**config.mk**
```make
export PLATFORM = sky130hd
export DESIGN_NAME = axi4_line_master_flat
export DESIGN_NICKNAME = d
export VERILOG_FILES = /design/src/rtl/axi4_line_master_if.sv /design/src/rtl/axi4_line_master.sv /design/src/flat_wrapper.sv
export SDC_FILE = /design/constraint.sdc
export NUM_CORES = 1
export LEC_CHECK = 0
export ABC_AREA = 0
export CAP_MARGIN = 10
export CORE_AREA = 2 2 325 327
export DETAILED_ROUTE_END_ITERATION = 8
export DIE_AREA = 0 0 327 329
export GPL_TIMING_DRIVEN = 0
export PLACE_DENSITY = 0.49
export SLEW_MARGIN = 30
export SYNTH_ARGS = -nofsm -noshare
export SYNTH_HDL_FRONTEND = slang
export SYNTH_SLANG_ARGS = --single-unit
```
**constraint.sdc**
```tcl
create_clock -name i_aclk -period 32.4 [get_ports i_aclk]
set_input_delay 6.48 -clock i_aclk [delete_from_list [all_inputs] [get_ports i_aclk]]
set_output_delay 6.48 -clock i_aclk [all_outputs]
set_load 0.03 [all_outputs]
```
**src/rtl/axi4_line_master_if.sv**
```systemverilog
// AXI4-full read/write channel bundle between the line master and the SRAM slave.
interface axi4_line_master_if #(
  parameter int DATA_WIDTH = 64,
  parameter int ADDR_WIDTH = 32
);
  logic [3:0]              awid;
  logic [ADDR_WIDTH-1:0]   awaddr;
  logic [7:0]              awlen;
  logic [2:0]              awsize;
  logic [1:0]              awburst;
  logic                    awvalid;
  logic                    awready;
  logic [DATA_WIDTH-1:0]   wdata;
  logic [DATA_WIDTH/8-1:0] wstrb;
  logic                    wlast;
  logic                    wvalid;
  logic                    wready;
  logic [1:0]              bresp;
  logic                    bvalid;
  logic                    bready;
  logic [3:0]              arid;
  logic [ADDR_WIDTH-1:0]   araddr;
  logic [7:0]              arlen;
  logic [2:0]              arsize;
  logic [1:0]              arburst;
  logic                    arvalid;
  logic                    arready;
  logic [DATA_WIDTH-1:0]   rdata;
  logic [1:0]              rresp;
  logic                    rlast;
  logic                    rvalid;
  logic                    rready;

  modport master (
    output awid, awaddr, awlen, awsize, awburst, awvalid,
    output wdata, wstrb, wlast, wvalid, bready,
    output arid, araddr, arlen, arsize, arburst, arvalid, rready,
    input  awready, wready, bresp, bvalid, arready, rdata, rresp, rlast, rvalid
  );

  modport slave (
    input  awid, awaddr, awlen, awsize, awburst, awvalid,
    input  wdata, wstrb, wlast, wvalid, bready,
    input  arid, araddr, arlen, arsize, arburst, arvalid, rready,
    output awready, wready, bresp, bvalid, arready, rdata, rresp, rlast, rvalid
  );
endinterface

```
**src/rtl/axi4_line_master.sv**
```systemverilog
// Cache line refill/writeback master: one INCR burst outstanding, read requests win ties.
module axi4_line_master #(
  parameter int         DATA_WIDTH = 64,
  parameter int         ADDR_WIDTH = 32,
  parameter int         LINE_BEATS = 4,
  parameter logic [3:0] AXI_ID     = 4'd0
) (
  input  logic                             i_aclk,
  input  logic                             i_arsetn,
  input  logic                             i_rd_req,
  input  logic [ADDR_WIDTH-1:0]            i_rd_addr,
  input  logic                             i_wr_req,
  input  logic [ADDR_WIDTH-1:0]            i_wr_addr,
  input  logic [LINE_BEATS*DATA_WIDTH-1:0] i_wr_line,
  output logic                             o_req_ready,
  output logic [LINE_BEATS*DATA_WIDTH-1:0] o_rd_line,
  output logic                             o_rd_done,
  output logic                             o_wr_done,
  output logic                             o_err,
  axi4_line_master_if.master               axi
);

  localparam int CNT_W = (LINE_BEATS > 1) ? $clog2(LINE_BEATS) : 1;
  localparam int OFS_W = $clog2(LINE_BEATS * DATA_WIDTH / 8);
  localparam int SIZE  = $clog2(DATA_WIDTH / 8);
  localparam logic [CNT_W-1:0]      LAST_BEAT = CNT_W'(LINE_BEATS - 1);
  localparam logic [ADDR_WIDTH-1:0] LINE_MASK = ~ADDR_WIDTH'((64'd1 << OFS_W) - 64'd1);

  typedef enum logic [2:0] {
    S_IDLE, S_AR, S_R, S_AW, S_W, S_B, S_DONE
  } state_t;

  state_t                  state, state_nxt;
  logic [CNT_W-1:0]        cnt;
  logic                    err;
  logic                    is_wr;
  logic [ADDR_WIDTH-1:0]   addr;
  logic [DATA_WIDTH-1:0]   rd_buf [LINE_BEATS];
  logic [DATA_WIDTH-1:0]   wr_buf [LINE_BEATS];
  logic                    unused_resp;

  function automatic logic [ADDR_WIDTH-1:0] line_align(input logic [ADDR_WIDTH-1:0] a);
    return a & LINE_MASK;
  endfunction

  // Beat counter never wraps: surplus read beats keep landing in the last slot.
  function automatic logic [CNT_W-1:0] sat_inc(input logic [CNT_W-1:0] c);
    return (c == LAST_BEAT) ? c : c + 1'b1;
  endfunction

  assign unused_resp = &{1'b0, axi.rresp[0], axi.bresp[0]};

  assign axi.awid    = AXI_ID;
  assign axi.awaddr  = addr;
  assign axi.awlen   = 8'(LINE_BEATS - 1);
  assign axi.awsize  = 3'(SIZE);
  assign axi.awburst = 2'b01;
  assign axi.wdata   = wr_buf[cnt];
  assign axi.wstrb   = '1;
  assign axi.wlast   = (cnt == LAST_BEAT);
  assign axi.arid    = AXI_ID;
  assign axi.araddr  = addr;
  assign axi.arlen   = 8'(LINE_BEATS - 1);
  assign axi.arsize  = 3'(SIZE);
  assign axi.arburst = 2'b01;

  for (genvar k = 0; k < LINE_BEATS; k++) begin : g_line
    assign o_rd_line[k*DATA_WIDTH +: DATA_WIDTH] = rd_buf[k];
  end

  always_ff @(posedge i_aclk) begin
    if (!i_arsetn) state <= S_IDLE;
    else           state <= state_nxt;
  end

  // All handshake outputs decode from the state register only, so no AXI input reaches an AXI output.
  always_comb begin
    state_nxt   = state;
    o_req_ready = 1'b0;
    o_rd_done   = 1'b0;
    o_wr_done   = 1'b0;
    o_err       = 1'b0;
    axi.arvalid = 1'b0;
    axi.rready  = 1'b0;
    axi.awvalid = 1'b0;
    axi.wvalid  = 1'b0;
    axi.bready  = 1'b0;
    unique case (state)
      S_IDLE: begin
        o_req_ready = i_arsetn;
        if (i_rd_req)      state_nxt = S_AR;
        else if (i_wr_req) state_nxt = S_AW;
      end
      S_AR: begin
        axi.arvalid = 1'b1;
        if (axi.arready) state_nxt = S_R;
      end
      S_R: begin
        axi.rready = 1'b1;
        if (axi.rvalid && axi.rlast) state_nxt = S_DONE;
      end
      S_AW: begin
        axi.awvalid = 1'b1;
        if (axi.awready) state_nxt = S_W;
      end
      S_W: begin
        axi.wvalid = 1'b1;
        if (axi.wready && cnt == LAST_BEAT) state_nxt = S_B;
      end
      S_B: begin
        axi.bready = 1'b1;
        if (axi.bvalid) state_nxt = S_DONE;
      end
      S_DONE: begin
        o_rd_done = ~is_wr;
        o_wr_done = is_wr;
        o_err     = err;
        state_nxt = S_IDLE;
      end
      default: state_nxt = S_IDLE;
    endcase
  end

  always_ff @(posedge i_aclk) begin
    if (!i_arsetn) begin
      cnt   <= '0;
      err   <= 1'b0;
      is_wr <= 1'b0;
      addr  <= '0;
      for (int k = 0; k < LINE_BEATS; k++) begin
        rd_buf[k] <= '0;
        wr_buf[k] <= '0;
      end
    end else begin
      unique case (state)
        S_IDLE: begin
          if (i_rd_req) begin
            addr  <= line_align(i_rd_addr);
            is_wr <= 1'b0;
          end else if (i_wr_req) begin
            addr  <= line_align(i_wr_addr);
            is_wr <= 1'b1;
            for (int k = 0; k < LINE_BEATS; k++)
              wr_buf[k] <= i_wr_line[k*DATA_WIDTH +: DATA_WIDTH];
          end
        end
        S_R: begin
          if (axi.rvalid) begin
            rd_buf[cnt] <= axi.rdata;
            cnt         <= sat_inc(cnt);
            err         <= err | axi.rresp[1];
          end
        end
        S_AW: if (axi.awready) cnt <= '0;
        S_W:  if (axi.wready)  cnt <= sat_inc(cnt);
        S_B:  if (axi.bvalid)  err <= err | axi.bresp[1];
        S_DONE: begin
          cnt <= '0;
          err <= 1'b0;
        end
        default: ;
      endcase
    end
  end

endmodule

```
**src/flat_wrapper.sv**
```systemverilog
// flat-port wrapper written by rule: the top's interface ports become plain ports
module axi4_line_master_flat 
#(
  parameter int         DATA_WIDTH = 64,
  parameter int         ADDR_WIDTH = 32,
  parameter int         LINE_BEATS = 4,
  parameter logic [3:0] AXI_ID     = 4'd0
)
  (i_aclk, i_arsetn, i_rd_req, i_rd_addr, i_wr_req, i_wr_addr, i_wr_line, o_req_ready, o_rd_line, o_rd_done, o_wr_done, o_err, axi_awid, axi_awaddr, axi_awlen, axi_awsize, axi_awburst, axi_awvalid, axi_wdata, axi_wstrb, axi_wlast, axi_wvalid, axi_bready, axi_arid, axi_araddr, axi_arlen, axi_arsize, axi_arburst, axi_arvalid, axi_rready, axi_awready, axi_wready, axi_bresp, axi_bvalid, axi_arready, axi_rdata, axi_rresp, axi_rlast, axi_rvalid);
  axi4_line_master_if #(.DATA_WIDTH(DATA_WIDTH), .ADDR_WIDTH(ADDR_WIDTH)) axi_i ();
  input  logic i_aclk;
  input  logic i_arsetn;
  input  logic i_rd_req;
  input  logic [ADDR_WIDTH-1:0] i_rd_addr;
  input  logic i_wr_req;
  input  logic [ADDR_WIDTH-1:0] i_wr_addr;
  input  logic [LINE_BEATS*DATA_WIDTH-1:0] i_wr_line;
  output logic o_req_ready;
  output logic [LINE_BEATS*DATA_WIDTH-1:0] o_rd_line;
  output logic o_rd_done;
  output logic o_wr_done;
  output logic o_err;
  output wire logic [$bits(axi_i.awid)-1:0] axi_awid;
  output wire logic [$bits(axi_i.awaddr)-1:0] axi_awaddr;
  output wire logic [$bits(axi_i.awlen)-1:0] axi_awlen;
  output wire logic [$bits(axi_i.awsize)-1:0] axi_awsize;
  output wire logic [$bits(axi_i.awburst)-1:0] axi_awburst;
  output wire logic [$bits(axi_i.awvalid)-1:0] axi_awvalid;
  output wire logic [$bits(axi_i.wdata)-1:0] axi_wdata;
  output wire logic [$bits(axi_i.wstrb)-1:0] axi_wstrb;
  output wire logic [$bits(axi_i.wlast)-1:0] axi_wlast;
  output wire logic [$bits(axi_i.wvalid)-1:0] axi_wvalid;
  output wire logic [$bits(axi_i.bready)-1:0] axi_bready;
  output wire logic [$bits(axi_i.arid)-1:0] axi_arid;
  output wire logic [$bits(axi_i.araddr)-1:0] axi_araddr;
  output wire logic [$bits(axi_i.arlen)-1:0] axi_arlen;
  output wire logic [$bits(axi_i.arsize)-1:0] axi_arsize;
  output wire logic [$bits(axi_i.arburst)-1:0] axi_arburst;
  output wire logic [$bits(axi_i.arvalid)-1:0] axi_arvalid;
  output wire logic [$bits(axi_i.rready)-1:0] axi_rready;
  input wire logic [$bits(axi_i.awready)-1:0] axi_awready;
  input wire logic [$bits(axi_i.wready)-1:0] axi_wready;
  input wire logic [$bits(axi_i.bresp)-1:0] axi_bresp;
  input wire logic [$bits(axi_i.bvalid)-1:0] axi_bvalid;
  input wire logic [$bits(axi_i.arready)-1:0] axi_arready;
  input wire logic [$bits(axi_i.rdata)-1:0] axi_rdata;
  input wire logic [$bits(axi_i.rresp)-1:0] axi_rresp;
  input wire logic [$bits(axi_i.rlast)-1:0] axi_rlast;
  input wire logic [$bits(axi_i.rvalid)-1:0] axi_rvalid;
  assign axi_awid = axi_i.awid;
  assign axi_awaddr = axi_i.awaddr;
  assign axi_awlen = axi_i.awlen;
  assign axi_awsize = axi_i.awsize;
  assign axi_awburst = axi_i.awburst;
  assign axi_awvalid = axi_i.awvalid;
  assign axi_wdata = axi_i.wdata;
  assign axi_wstrb = axi_i.wstrb;
  assign axi_wlast = axi_i.wlast;
  assign axi_wvalid = axi_i.wvalid;
  assign axi_bready = axi_i.bready;
  assign axi_arid = axi_i.arid;
  assign axi_araddr = axi_i.araddr;
  assign axi_arlen = axi_i.arlen;
  assign axi_arsize = axi_i.arsize;
  assign axi_arburst = axi_i.arburst;
  assign axi_arvalid = axi_i.arvalid;
  assign axi_rready = axi_i.rready;
  assign axi_i.awready = axi_awready;
  assign axi_i.wready = axi_wready;
  assign axi_i.bresp = axi_bresp;
  assign axi_i.bvalid = axi_bvalid;
  assign axi_i.arready = axi_arready;
  assign axi_i.rdata = axi_rdata;
  assign axi_i.rresp = axi_rresp;
  assign axi_i.rlast = axi_rlast;
  assign axi_i.rvalid = axi_rvalid;
  axi4_line_master #(.DATA_WIDTH(DATA_WIDTH), .ADDR_WIDTH(ADDR_WIDTH), .LINE_BEATS(LINE_BEATS), .AXI_ID(AXI_ID)) u_core (.i_aclk(i_aclk), .i_arsetn(i_arsetn), .i_rd_req(i_rd_req), .i_rd_addr(i_rd_addr), .i_wr_req(i_wr_req), .i_wr_addr(i_wr_addr), .i_wr_line(i_wr_line), .o_req_ready(o_req_ready), .o_rd_line(o_rd_line), .o_rd_done(o_rd_done), .o_wr_done(o_wr_done), .o_err(o_err), .axi(axi_i));
endmodule
```
==> metrics, run 1 <==
fin nets=2776; Hold-fix buffers, CTS=0; Detailed Route WL=89.2 mm; initial antenna violation count=21; Critical Path End Type=output pin; Pint=1.62 mW; Initial Util=0.220; Mapped Cells=1441; Core ar.=104000 um^2; worst rel slew slack=0.374; sequential element share of the synthesized area=0.702; P_leak=13.1 nW; Tot Pwr=2.39 mW; Synth cell types=45; crit-path max FO=4; max-slew violations=0; Root Buffer=clkbuf_16; Post-synth EDFFs=512; most used flip-flop cell after synthesis=edfxtp_1; worst-skew pair later-pin latency=0.62 ns; synthesized area=22900 um^2; Worst Setup Start Kind=input port; Worst-Margin Slew=0.938 ns; post-DP HPWL=69.6 mm; vias in the first global route=16600; global-route wire length before repair=122 mm; Die ar.=108000 um^2; sequential power share=0.386; peak supply drop=36.7 uV; Vias/cell=4.02; Max Root-Sink Buffers=3; Setup TNS=0 ns; TritonCTS clock tree=yes; commonest non-fill, non-tap cells in the layout=clkdlybuf4s50_1 (769), and2_1 (513), edfxtp_1 (512), buf_4 (106), clkbuf_16 (69); status=finished, final reports clean; fin crit share=0.450; drt wl/cell=23.3 um; maxcap violations=0; DRC violations left=0; reg2reg end=u_core.wr_buf[0][22]$_SDFFCE_PN0P_; Worst Path Required=25.92 ns; die width=327 um; Hold Crit Start=u_core.is_wr$_SDFFE_PN0P_; port bufs=769; num rows=119; post-route minimum period=14.59 ns; GP Congestion=0.862; grt total ovfl=0; Hold Crit Endpoint=u_core.is_wr$_SDFFE_PN0P_; RSZ-0062 raised after global routing=false; CTS Buf Count=67; Reg2Reg Depth=13; initial DRC count=925; Fin. Hold Viols=0; Sinks on Clock Net=548; YS warnings=0; worst reg2reg startpoint=u_core.state[0]$_SDFFE_PN0P_; most common cell after layout, fill and taps aside=clkdlybuf4s50_1; CP Class=input port to output pin; Sw Pwr=0.768 mW; Final ANT Viol Nets=0; synthesized flop and latch total=548; first-pass iteration count of the detailed router=5; Async SR Flop Fraction=0; Gate power share=0.309; H-Tree Depth=3; HP Class=flop to flop; Pwr Density=67.4 nW/um^2; pin count of the biggest net entering global routing=20; vias after detailed routing=15400; Post-CTS Repair Setup Buffers=0; all-layer global routing usage=0.161; layout cell share with drive strength beyond 1=0.154; clk slew on worst S/H paths=0.06 ns; clock skew=0.0253 ns; Sw Ratio=0.322; Layout area overhead=54.5%; Ports=834; Final setup violation count=0; Die Height=329 um; clock network power share=0.305; Resized Gates After CTS=0; syn_area_per_cell=15.9 um^2; fmax=0.0685 GHz; Critical Path AT=8.11 ns; r2r setup slk=28.70 ns; cell depth of the worst hold path=2
-- worst max path at each step --
| stage | from | endpoint | slack [ns] | cells past startpoint |
|---|---|---|---|---|
| 6_report | i_arsetn | o_req_ready | 17.81 | 4 |
| 5_1_grt | i_arsetn | o_req_ready | 17.74 | 4 |
| 3_3_place_gp | i_rd_req | u_core.wr_buf[3][39]$_SDFFCE_PN0P_ | 3.88 | 3 |
| 3_5_place_dp | i_arsetn | o_req_ready | 17.77 | 4 |
| 2_1_floorplan | i_rd_req | u_core.wr_buf[0][0]$_SDFFCE_PN0P_ | 11.00 | 2 |
| 4_1_cts | i_arsetn | o_req_ready | 17.77 | 4 |
-- state kept, by name (all words and copies together), names as in the netlist, named ones only --
register	cells
u_core.is_wr	1
u_core.err	1
u_core.rd_buf	256
u_core.cnt	2
u_core.wr_buf	256
u_core.axi.araddr	27
u_core.state	3
-- cell type report --
type / count / area [um^2]
Fill cell: 10200 / 69000
Sequential cell: 548 / 16100
Timing Repair Buffer: 818 / 8350
Multi-Input combinational cell: 777 / 6070
Clock buffer: 89 / 1840
Tap cell: 1391 / 1740
Buffer: 163 / 998
Clock inverter: 31 / 259
Antenna cell: 13 / 32.5
Inverter: 3 / 11.3
-- critical path, cell delays in order --
cell and delay (ns):
clkdlybuf4s50_1 0.56, nand2b_1 0.17, nor3_1 0.17, clkdlybuf4s50_1 0.73
-- cell families after synthesis --
group                  after synthesis  synth area share
AND/OR/NAND/NOR                    586             0.159
flip-flops                         548             0.702
buffers and inverters              166            0.0439
multiplexers                        92            0.0752
AO/OA/AOI/OAI                       47            0.0197
other                                2          0.000328
-- power by group through the flow --
| stage | Combinational [mW] | Sequential [mW] | Clock (mW) |
|---|---|---|---|
| 3_5_place_dp | 0.748 | 0.936 | 0 |
| 5_1_grt | 0.777 | 0.930 | 0.778 |
| 2_1_floorplan | 0.335 | 1.03 | 0 |
| 4_1_cts | 0.750 | 0.922 | 0.754 |
| 3_3_place_gp | 0.723 | 0.973 | 0 |
| 6_report | 0.738 | 0.921 | 0.729 |
-- cell usage after synthesis (9+ instances only) --
cell type | count | area, um^2
nand2_1 | 9 | 33.8
mux4_2 | 64 | 1440
nor2_1 | 31 | 116
buf_2 | 16 | 80.1
mux2i_1 | 27 | 270
buf_4 | 82 | 616
dfxtp_1 | 36 | 721
a211oi_2 | 22 | 275
clkbuf_2 | 26 | 130
and2_1 | 513 | 3210
edfxtp_1 | 512 | 15400
clkbuf_1 | 35 | 131
-- through the flow --
step,instance area (um^2),setup WS (ns),hold WS [ns],utilization,cells
after floorplan,23100,11.00,0.441,-,1491
after global placement,32600,3.88,0.462,0.312,3651
after detailed placement,33300,17.77,0.468,0.319,3700
after CTS,35400,17.77,0.476,0.339,3820
after global routing,35400,17.74,0.517,0.339,3821
final,35400,17.81,0.477,0.339,3833
-- layer usage --
metal  routed length, um  part of all wire  global-route usage  up-vias
met3                9980              0.11              0.0651      115
met4                2240             0.025              0.0506       10
met2               42900              0.48               0.268      694
li1                    -                 -                   -     6949
met1               34000              0.38               0.189     7646
met5                  64           0.00072                   0        -
(Power assumes the default switching activity.)
==> run 2, diff against run 1 <==
clock period = 13.1 ns   (was 32.4 ns; I/O delays follow)
==> metrics, run 2 (same netlist as run 1, synthesis figures left out) <==
RSZ-0062 raised after global routing=false; global-route wire length before repair=122 mm; critical path's slowest cell=clkdlybuf4s50_1; clock skew=0.0188 ns; initial DRC count=884; Worst Path Required=10.48 ns; Hold-fix buffers, CTS=0; Vias/cell=4.01; layout cell share with drive strength beyond 1=0.154; die width=327 um; Gate power share=0.310; most common cell after layout, fill and taps aside=clkdlybuf4s50_1; DRC violations left=0; Post-Place Cells=3700; all-layer global routing usage=0.160; clk slew on worst S/H paths=0.06 ns; Final setup violation count=0; fin cells=3826; sum of buffers and inverters on the critical path=2; Core ar.=104000 um^2; status=finished, final reports clean; Fin. Hold Viols=0; Resized Gates After CTS=0; HP Class=flop to flop; Seq. cell area=16100 um^2; dpl cell area=33300 um^2; Max Root-Sink Buffers=3; Pint=4.00 mW; post-layout instance area=35400 um^2; crit-path max FO=4; Sw Pwr=1.88 mW; Critical Path End Type=output pin; Ports=834; initial antenna violation count=18; grt total ovfl=0; fmax=0.143 GHz; Pwr Density=166 nW/um^2; CTS Buf Count=68; area of the multi-input gates=6070 um^2; Worst-Margin Slew=0.900 ns; worst rel slew slack=0.400; P_leak=13.1 nW; vias after detailed routing=15300; worst-skew pair later-pin latency=0.60 ns; sequential power share=0.388; CP Class=input port to output pin; clock network power share=0.302; peak supply drop=103 uV; H-Tree Depth=3; Worst Setup Start Kind=input port; fin crit share=0.532; number of fill cells in the layout=10200; TritonCTS clock tree=yes; Critical Path AT=4.35 ns; CP max stage delay=0.73 ns; port bufs=769; GP Congestion=0.841; Layout area overhead=54.3%; Die Height=329 um; fin nets=2777; Detailed Route WL=88.6 mm; vias in the first global route=16400; post-DP HPWL=69.0 mm; max-slew violations=0; crit-path cells=clkdlybuf4s50_1 -> nand2b_1 -> nor3_1 -> clkdlybuf4s50_1; Die ar.=108000 um^2; Post-CTS Repair Setup Buffers=0; commonest non-fill, non-tap cells in the layout=clkdlybuf4s50_1 (769), and2_1 (513), edfxtp_1 (512), buf_4 (103), clkbuf_16 (71); first-pass iteration count of the detailed router=5; most used cell, CP=clkdlybuf4s50_1; Sinks on Clock Net=548; num rows=119; post-route minimum period=6.97 ns; cell family with most CP delay=buffers and inverters; Initial Util=0.220; drt wl/cell=23.2 um; Setup TNS=0 ns; pin count of the biggest net entering global routing=19; Sw Ratio=0.320; maxcap violations=0; Root Buffer=clkbuf_16; Final ANT Viol Nets=0
-- run 2: stage by stage --
stage / hold slack [ns] / power [mW] / worst slack, ns / util
CTS: 0.476 / 5.98 / 6.09 / 0.339
global route: 0.496 / 6.11 / 6.06 / 0.339
finish: 0.469 / 5.88 / 6.13 / 0.339
detailed placement: 0.468 / 4.17 / 6.09 / 0.319
floorplan: 0.441 / 3.35 / 1.60 / -
global placement: 0.461 / 4.17 / -2.48 / 0.312
-- run 2: worst paths after layout --
check	from	end	slack, ns	depth (start not counted)
hold / removal	u_core.is_wr$_SDFFE_PN0P_	u_core.is_wr$_SDFFE_PN0P_	0.47	2
hold reg to reg	u_core.is_wr$_SDFFE_PN0P_	u_core.is_wr$_SDFFE_PN0P_	0.47	2
setup reg to reg	u_core.state[0]$_SDFFE_PN0P_	u_core.wr_buf[2][26]$_SDFFCE_PN0P_	9.15	14
setup / recovery	i_arsetn	o_req_ready	6.13	4
-- run 2: worst register-to-register path: cells and delay by family (launching register included) --
family                 cells  cell delay (ns)
buffers and inverters     13             2.70
AOI/OAI and AO/OA          1             0.66
DFF                        1             0.30
-- run 2: layer usage --
| layer | wire length (um) | GRT usage |
|---|---|---|
| met2 | 43700 | 0.273 |
| met1 | 34200 | 0.184 |
| met5 | 61 | 0 |
| met4 | 2080 | 0.0461 |
| met3 | 8530 | 0.0640 |
-- run 2: power groups by stage --
| stage | combinational (mW) | clock [mW] | sequential (mW) |
|---|---|---|---|
| after floorplan | 0.831 | 0 | 2.51 |
| after global placement | 1.79 | 0 | 2.38 |
| after detailed placement | 1.85 | 0 | 2.32 |
| after CTS | 1.86 | 1.83 | 2.29 |
| after global routing | 1.92 | 1.88 | 2.30 |
| final | 1.82 | 1.77 | 2.28 |
-- run 2: final cells by class --
cell class | instances | area share
inverters | 3 | 0.000318
clock inverters | 38 | 0.00661
well taps | 1391 | 0.0492
plain buffers | 163 | 0.0283
repair buffers | 818 | 0.237
multi-input cells | 777 | 0.172
clock buffers | 83 | 0.0518
flip-flops and latches | 548 | 0.455
diodes | 5 | 0.000354
